--- src/rtl/dsi_pkg.sv ---
// Shared types and default sizing for the DSI clock monitor and related lane monitors.
package dsi_pkg;

    typedef enum logic [1:0] {
        IDLE   = 2'd0,
        ARM    = 2'd1,
        SEARCH = 2'd2,
        LOCKED = 2'd3
    } mon_state_e;

    localparam int DSI_CNT_W_DEF       = 16;
    localparam int DSI_LOCK_CNT_DEF    = 4;
    localparam int DSI_SYNC_STAGES_DEF = 2;

endpackage

--- src/rtl/dsi_sync_edge.sv ---
// Multi-flop synchronizer for an asynchronous clock/strobe plus a history flop
// giving single-cycle rise and fall strobes in the sampling domain.
module dsi_sync_edge #(
    parameter int SYNC_STAGES = 2
) (
    input  logic clk_i,
    input  logic rst_ni,
    input  logic async_i,
    output logic sync_o,
    output logic rise_o,
    output logic fall_o
);

    logic [SYNC_STAGES-1:0] sync_q;
    logic                   hist_q;

    always_ff @(posedge clk_i or negedge rst_ni) begin
        if (!rst_ni) begin
            sync_q <= '0;
            hist_q <= 1'b0;
        end else begin
            sync_q <= {sync_q[SYNC_STAGES-2:0], async_i};
            hist_q <= sync_q[SYNC_STAGES-1];
        end
    end

    assign sync_o = sync_q[SYNC_STAGES-1];
    assign rise_o = sync_o & ~hist_q;
    assign fall_o = ~sync_o & hist_q;

endmodule

--- src/rtl/dsi_clk_monitor.sv ---
// Measures period/high time of dsi_clk_in in pclk cycles, tracks lock against an
// expected period with tolerance, and flags range and stuck-clock errors.
module dsi_clk_monitor
    import dsi_pkg::*;
#(
    parameter int CNT_W       = DSI_CNT_W_DEF,
    parameter int SYNC_STAGES = DSI_SYNC_STAGES_DEF,
    parameter int LOCK_CNT    = DSI_LOCK_CNT_DEF
) (
    input  logic             pclk,
    input  logic             presetn,
    input  logic             enable,
    input  logic             dsi_clk_in,
    input  logic [CNT_W-1:0] exp_period,
    input  logic [7:0]       tol,
    output logic [CNT_W-1:0] period_o,
    output logic [CNT_W-1:0] high_o,
    output logic             meas_valid,
    output logic             locked,
    output logic             lock_lost,
    output logic             err_range,
    output logic             err_stuck
);

    localparam logic [CNT_W-1:0] CNT_MAX  = '1;
    localparam logic [CNT_W-1:0] CNT_ONE  = CNT_W'(1);
    localparam logic [3:0]       LOCK_TGT = 4'(LOCK_CNT);
    localparam int               CMP_W    = (CNT_W + 1 > 8) ? CNT_W + 1 : 8;

    // |meas - expv| <= t, evaluated one bit wider than the counters so nothing wraps.
    function automatic logic in_tol(input logic [CNT_W-1:0] meas,
                                    input logic [CNT_W-1:0] expv,
                                    input logic [7:0]       t);
        logic signed [CNT_W:0] diff;
        logic        [CNT_W:0] mag;
        logic        [CMP_W-1:0] mag_w;
        logic        [CMP_W-1:0] tol_w;
        diff  = $signed({1'b0, meas}) - $signed({1'b0, expv});
        mag   = diff[CNT_W] ? $unsigned(-diff) : $unsigned(diff);
        mag_w = CMP_W'(mag);
        tol_w = CMP_W'(t);
        return (mag_w <= tol_w);
    endfunction

    logic clk_sync;
    logic clk_rise;
    logic clk_fall_unused;

    dsi_sync_edge #(
        .SYNC_STAGES(SYNC_STAGES)
    ) u_sync_edge (
        .clk_i  (pclk),
        .rst_ni (presetn),
        .async_i(dsi_clk_in),
        .sync_o (clk_sync),
        .rise_o (clk_rise),
        .fall_o (clk_fall_unused)
    );

    mon_state_e       state_q, state_d;
    logic [CNT_W-1:0] p_cnt_q, p_cnt_d;
    logic [CNT_W-1:0] h_cnt_q, h_cnt_d;
    logic [3:0]       good_cnt_q, good_cnt_d;
    logic [CNT_W-1:0] period_q, period_d;
    logic [CNT_W-1:0] high_q, high_d;
    logic             meas_valid_q, meas_valid_d;
    logic             locked_q, locked_d;
    logic             lock_lost_q, lock_lost_d;
    logic             err_range_q, err_range_d;
    logic             err_stuck_q, err_stuck_d;

    logic             good_period;
    logic [3:0]       good_inc;

    assign good_period = in_tol(p_cnt_q, exp_period, tol);
    assign good_inc    = good_cnt_q + 4'd1;

    always_ff @(posedge pclk or negedge presetn) begin
        if (!presetn) begin
            state_q      <= IDLE;
            p_cnt_q      <= '0;
            h_cnt_q      <= '0;
            good_cnt_q   <= '0;
            period_q     <= '0;
            high_q       <= '0;
            meas_valid_q <= 1'b0;
            locked_q     <= 1'b0;
            lock_lost_q  <= 1'b0;
            err_range_q  <= 1'b0;
            err_stuck_q  <= 1'b0;
        end else begin
            state_q      <= state_d;
            p_cnt_q      <= p_cnt_d;
            h_cnt_q      <= h_cnt_d;
            good_cnt_q   <= good_cnt_d;
            period_q     <= period_d;
            high_q       <= high_d;
            meas_valid_q <= meas_valid_d;
            locked_q     <= locked_d;
            lock_lost_q  <= lock_lost_d;
            err_range_q  <= err_range_d;
            err_stuck_q  <= err_stuck_d;
        end
    end

    always_comb begin
        state_d      = state_q;
        p_cnt_d      = p_cnt_q;
        h_cnt_d      = h_cnt_q;
        good_cnt_d   = good_cnt_q;
        period_d     = period_q;
        high_d       = high_q;
        meas_valid_d = 1'b0;
        lock_lost_d  = 1'b0;
        err_range_d  = err_range_q;
        err_stuck_d  = err_stuck_q;

        if (!enable || (state_q == IDLE)) begin
            // Disable wins over any rise or saturation in the same cycle.
            state_d     = enable ? ARM : IDLE;
            p_cnt_d     = '0;
            h_cnt_d     = '0;
            good_cnt_d  = '0;
            err_range_d = 1'b0;
            err_stuck_d = 1'b0;
        end else if (p_cnt_q == CNT_MAX) begin
            state_d     = ARM;
            p_cnt_d     = '0;
            h_cnt_d     = '0;
            good_cnt_d  = '0;
            err_stuck_d = 1'b1;
            lock_lost_d = (state_q == LOCKED);
        end else begin
            if (clk_rise) begin
                p_cnt_d = CNT_ONE;
                h_cnt_d = CNT_ONE;
            end else begin
                p_cnt_d = p_cnt_q + 1'b1;
                if (clk_sync && (h_cnt_q != CNT_MAX)) begin
                    h_cnt_d = h_cnt_q + 1'b1;
                end
            end

            if (clk_rise) begin
                case (state_q)
                    ARM: begin
                        state_d    = SEARCH;
                        good_cnt_d = '0;
                    end
                    SEARCH, LOCKED: begin
                        // Capture takes the counts before the reload above.
                        period_d     = p_cnt_q;
                        high_d       = h_cnt_q;
                        meas_valid_d = 1'b1;
                        if (good_period) begin
                            if ((state_q == SEARCH) && (good_inc >= LOCK_TGT)) begin
                                state_d = LOCKED;
                            end
                            if (state_q == SEARCH) begin
                                good_cnt_d = good_inc;
                            end
                        end else begin
                            err_range_d = 1'b1;
                            good_cnt_d  = '0;
                            lock_lost_d = (state_q == LOCKED);
                            state_d     = SEARCH;
                        end
                    end
                    default: ;
                endcase
            end
        end

        locked_d = (state_d == LOCKED);
    end

    assign period_o   = period_q;
    assign high_o     = high_q;
    assign meas_valid = meas_valid_q;
    assign locked     = locked_q;
    assign lock_lost  = lock_lost_q;
    assign err_range  = err_range_q;
    assign err_stuck  = err_stuck_q;

endmodule

--- config.mk ---
export PLATFORM = sky130hd
export DESIGN_NAME = dsi_clk_monitor
export DESIGN_NICKNAME = d
export VERILOG_FILES = /design/src/rtl/dsi_pkg.sv /design/src/rtl/dsi_sync_edge.sv /design/src/rtl/dsi_clk_monitor.sv
export SDC_FILE = /design/constraint.sdc
export NUM_CORES = 1
export LEC_CHECK = 0
export BUFFER_PORTS_ARGS = -buffer_cell sky130_fd_sc_hd__buf_4
export CAP_MARGIN = 20
export CORE_ASPECT_RATIO = 0.5
export CORE_MARGIN = 2
export CORE_UTILIZATION = 40
export CTS_BUF_LIST = sky130_fd_sc_hd__clkbuf_8
export CTS_CLUSTER_DIAMETER = 80
export CTS_CLUSTER_SIZE = 25
export DETAILED_ROUTE_END_ITERATION = 6
export SYNTH_ARGS = -nofsm -noshare
export SYNTH_HDL_FRONTEND = slang
export SYNTH_SLANG_ARGS = --single-unit
--- constraint.sdc ---
create_clock -name pclk -period 4.9 [get_ports pclk]
set_clock_uncertainty 0.05 [all_clocks]
set_input_delay 0.735 -clock pclk [delete_from_list [all_inputs] [get_ports pclk]]
set_output_delay 0.735 -clock pclk [all_outputs]
set_load 0.02 [all_outputs]
# After elaboration in Yosys (flattened, before gate mapping)
# Index checks and enable logic that the tools add are counted.
# op_classes
n_addsub	5
n_lt_le_gt_ge	2
n_eq_ne	9
muxes	37
bitwise	4
reduce_logical	15
# op_table
cell	n
$mux W16	7
$add A16 B1 Y16 const B	2
$mux W4	5
$le A17 B8 Y1	1
$mux W1	17
$mux W17	1
$neg A17 Y17	1
$sub A16 B16 Y17	1
$eq A16 B16 Y1 const B	1
$ne A16 B16 Y1 const B	1
$mux W2	5
$pmux W4 S2	1
$reduce_and A4 Y1	2
$reduce_bool A4 Y1	2
$eq A2 B2 Y1 const B	3
$reduce_bool A2 Y1	3
$ne A5 B5 Y1 const B	1
$add A4 B1 Y4 const B	1
$ge A4 B3 Y1 const B	1
$pmux W2 S2	1
$not A1 Y1	3
$reduce_and A3 Y1	1
$reduce_bool A3 Y1	1
$eq A2 B1 Y1 const B	1
other kinds (8)	9
# totals
register_bits	78
in_bits	28
output_inout_bits	37
wordCells	85

# Depth between registers and ports, before layout
# depth
word_depth	10
mapped_depth	20
mapped_depth_nobuf	19

# By module
# Synthesis repeated with hierarchy kept, for this count alone.
# unflattened
cells_unflattened	597
hier_area_um2	5215.0
# by_module_without_submodules
mod	n_inst	cells_each	area_per_inst_um2	seq_area_each_um2
dsi_clk_monitor	1	592	5124.9	1876.8
dsi_sync_edge	1	5	90.1	75.1

# Worst setup path before layout
# No wires, ideal clock.
# synth_path
path_kind	input to register
start	input port exp_period[0]
end	register good_cnt_q[3]
setup_ps	92
arrival_time_ps	4404
required_ps	4758
setup_slack_ps	354
cell_stages	19
n_path_buf	1
path_cell_list	ha_1 > fa_1 > nand2b_1 > a211o_1 > a21oi_1 > o22a_1 > buf_4 > nor2_1 > a21oi_1 > ha_1 > nor2b_1 > o21ai_0 > a21oi_1 > o21ai_0 > a21oi_1 > a211o_1 > a2111oi_4 > nand4_2 > o31ai_2
# synth_between
elab_chain_cells	9
word_cells_on_any_way	11
classes_between	2 x add/sub; 1 x order compare; 1 x eq/ne; 6 x mux; 1 x reduce/logical
# synth_rtl
element	line	source
from (decl)	dsi_clk_monitor.sv:14	input logic [CNT_W-1:0] exp_period,
$sub A16 B16 Y17 (*)	dsi_clk_monitor.sv:38	diff = $signed({1'b0, meas}) - $signed({1'b0, expv});
$neg A17 Y17	dsi_clk_monitor.sv:39	mag = diff[CNT_W] ? $unsigned(-diff) : $unsigned(diff);
$mux W17 (*)	dsi_clk_monitor.sv:39	
$le A17 B8 Y1 (*)	dsi_clk_monitor.sv:42	return (mag_w <= tol_w);
$mux W4	dsi_clk_monitor.sv:155	if (good_period) begin
$pmux W4 S2	dsi_clk_monitor.sv:145	case (state_q)
$mux W4	dsi_clk_monitor.sv:144	if (clk_rise) begin
$mux W4	dsi_clk_monitor.sv:126	end else if (p_cnt_q == CNT_MAX) begin
$mux W4	dsi_clk_monitor.sv:118	if (!enable || (state_q == IDLE)) begin
to (signal assigned)	dsi_clk_monitor.sv:95	good_cnt_q <= good_cnt_d;
to (decl)	dsi_clk_monitor.sv:63	logic [3:0] good_cnt_q, good_cnt_d;
# Every way passes the cells marked *; elsewhere a longest branch is shown, timed or not. The select of a mux whose other input is x is not followed.
# A chain may end at the register's enable or synchronous reset.

# Worst setup path in the final report
# layout_path
start	input port exp_period[0]
end	register err_range_q, in the netlist err_range
# layout_between
elab_chain_cells	6
# layout_rtl
element	line	source
$sub A16 B16 Y17 (*)	dsi_clk_monitor.sv:38	
$neg A17 Y17	dsi_clk_monitor.sv:39	
$mux W17 (*)	dsi_clk_monitor.sv:39	
$le A17 B8 Y1 (*)	dsi_clk_monitor.sv:42	
$ne A2 B1 Y1 (no source line) (*)	-	
$reduce_and A4 Y1 (no source line) (*)	-	
to (signal assigned)	dsi_clk_monitor.sv:101	err_range_q <= err_range_d;
to (decl)	dsi_clk_monitor.sv:69	logic err_range_q, err_range_d;
# Every way passes the cells marked *; elsewhere a longest branch is shown, timed or not.

==> results.toml <==
[floorplan]
row_count = 29
fp.dieW_um = 164
dieHeight_um = 84.1
die_area_um2 = 13800
start_util_pct = 40.8
core-area_um2 = 12600
ios = 65

[power_and_ir_drop]
pwr_density_cell_nw_per_um2 = 219
switching_share_pct = 26.9
cellInternalPower_uw = 970
p_leak_nw = 2.82
power_frac_clock_pct = 37.1
power_switching_uw = 356
pwr-share-comb_pct = 13.8
power_frac_seq_pct = 49.1
vdd_drop_max_uv = 117

[synthesis]
yosysWarnings = 0
synth_top_family_by_area = "compound AO/OA/AOI/OAI gates"
ys_ff_latch = 78
synth-edff-count = 0
synthFlopType = "dfrtp_1"
synth_compound_area_share_pct = 19.2
synthMuxAreaShare_pct = 7.84
synthTopCellsByArea = "dfrtp_1 (38%), mux2_2 (7.5%), ha_1 (6.8%)"
seq_area_frac_synth_pct = 38.0
post_synth_num_cell_types = 71
async_flop_share_pct = 100
synth_top_area_share_pct = 38.0
avgSynthCellArea_um2 = 9.57
synth-simple-area-share_pct = 17.7
yosysTopAreaCell = "dfrtp_1"
synth-xor-area-share_pct = 6.14
synth.cell_area_um2 = 5140
synthAdderAreaFrac_pct = 7.21
syn_nets = 594
synthCells = 537

[job]
maxCapViolations = 0

[timing]
hold_viol = 0
max_slew_margin_pct = 35.1
tns_ns = 0
fin_crit_sh_pct = 92.7
worst_pin_slew_ns = 0.974
rsz0062_at_grt = "no"
period_minus_slack_ns = 4.54
maxSlewViolCount = 0
max_clock_freq_mhz = 220
setup_viol = 0

[final_layout]
syn2layout_area_growth_pct = 17.7
final_common_cell = "dfrtp_1"
seq_area_um2 = 1950
multiInputGateArea_um2 = 2980
layout_common_cells = "dfrtp_1 (78), buf_4 (76), nor2_1 (47), a21oi_1 (37), inv_1 (35)"
fin_util_pct = 48.0
num_antenna_cells = 0
drive_above_1_share_pct = 25.1
fillers = 1193
layout.nets = 666

[drt]
wire_per_inst_um = 15.4
drtIter0Drc = 240
vias = 4276
antenna_violating_nets_post_route = 0
dr.pass1.iters = 5
drt-vias-per-instance = 5.45
drt-total-wl_um = 12100
drc = 0

[global_route]
grt_antenna_before_repair = 0
grt.overflow.total = 0
grt_pass1_wl_um = 20100
grt.total_usage_pct = 18.2
grt_max_degree = 79
grt_pass1_vias = 4047

[clock_network]
root_buffer = "clkbuf_8"
cts_made_buffers = 9
cts_sinks = 78
htree_levels = 3
post_cts_buffers = 0
postCtsHoldBufs = 0
post_cts_resize_count = 0
clockBufferDepth = 2
clkLatencyLatePin_ns = 0.36
clk_pin_slew_ns = 0.08
cts_tree = "done"

[placed_design]
io_buffers = 64
gp_congestion = 0.812
dpl.hpwl_um = 9010

[critical_path]
endpoint_kind = "flop"
critPathMaxFanout = 7
reg2reg_setup_slack_ns = 0.39
worstPathRequired_ns = 5.11
crit_arrival_ns = 4.75
cp-start-kind = "input pin"
worstSetupPathType = "in -> reg"

[min_path]
min_path_type = "reg -> reg"

[outcome]
status = "finished, final reports clean"
cells in the mapped netlist (10+ instances only):
library cell	n
xor2_1	14
dfrtp_1	78
or3_1	14
xnor2_1	22
o21ai_0	22
inv_1	34
nand3_1	18
nor2_1	48
o21a_1	11
ha_1	28
clkbuf_1	11
nand2_1	25
a21oi_1	37
nor3_1	10
mux2_2	34
logic make-up (layout without fill, tap and decap cells):
group	after synthesis	in the layout
AOI/OAI and AO/OA	137	137
xor gates and xnor gates	36	36
adders and majority gates	29	29
DFF	78	78
muxes	36	36
buffers and inverters	49	126
and+or+nand+nor	172	172
stage by stage:
step	area, µm²	worst slack, ns	std cells	hold WS, ns	total power, mW
after floorplan	5140	0.354	537	0.281	0.784
after global placement	5850	0.215	768	0.287	0.844
after detailed placement	5850	-0.0352	768	0.300	0.847
after CTS	6050	0.362	784	0.320	1.34
after global routing	6050	0.0380	784	0.330	1.40
final	6050	0.360	784	0.316	1.33
worst paths after layout:
| check | cells past startpoint | end | from |
|---|---|---|---|
| max | 20 | err_range | exp_period[0] |
| min | 0 | u_sync_edge.sync_q[1] | u_sync_edge.sync_q[0] |
| max reg2reg | 20 | err_range | p_cnt_q[0] |
| min reg2reg | 0 | u_sync_edge.sync_q[1] | u_sync_edge.sync_q[0] |
| max in group asynchronous | 1 | good_cnt_q[3] | presetn |
| min in group asynchronous | 1 | high_o[4] | presetn |
flip-flops by register name, summed over array words and instances (netlist names):
| register | cells |
|---|---|
| p_cnt_q | 16 |
| good_cnt_q | 4 |
| period_o | 16 |
| u_sync_edge.hist_q | 1 |
| high_o | 16 |
| err_stuck | 1 |
| err_range | 1 |
| state_q | 2 |
| meas_valid | 1 |
| locked | 1 |
| u_sync_edge.sync_q | 2 |
| h_cnt_q | 16 |
| lock_lost | 1 |
power by group through the flow:
| stage | Sequential (mW) | Clock, mW | Combinational, mW |
|---|---|---|---|
| global placement | 0.664 | 0 | 0.180 |
| detailed placement | 0.664 | 0 | 0.183 |
| global route | 0.652 | 0.537 | 0.207 |
| CTS | 0.651 | 0.508 | 0.184 |
| floorplan | 0.663 | 0 | 0.122 |
| finish | 0.652 | 0.492 | 0.183 |
layout make-up:
| cell class | count | share of cell area [%] |
|---|---|---|
| clock buffers | 10 | 2.28 |
| clock inverters | 6 | 1.03 |
| inverters | 34 | 2.11 |
| multi-input cells | 410 | 49.3 |
| flip-flops and latches | 78 | 32.3 |
| well taps | 170 | 3.52 |
| repair buffers | 76 | 9.44 |
worst max-delay path, stage by stage:
cell and delay (ns):
buf_4 0.11, ha_1 0.21, fa_1 0.39, nand2b_1 0.19, a211o_1 0.29, a21oi_1 0.26, o22a_1 0.31, nor2_1 0.06
a21oi_1 0.17, ha_1 0.28, nor2b_1 0.13, o21ai_0 0.14, a21oi_1 0.08, o21ai_0 0.16, a21oi_1 0.11, a211o_1 0.27
a2111oi_4 0.38, buf_4 0.23, nand2_1 0.05, a22o_1 0.19
routing by layer:
metal  GRT usage, %  part of all wire (%)  vias to the layer above
met1           26.2                    51                     2073
met5              0                     0                        -
met2           28.2                    45                       84
li1               -                     -                     2108
met3           3.21                   3.6                       11
met4           4.86                   1.2                        0
Note: power is estimated with default switching activity, not from simulation.
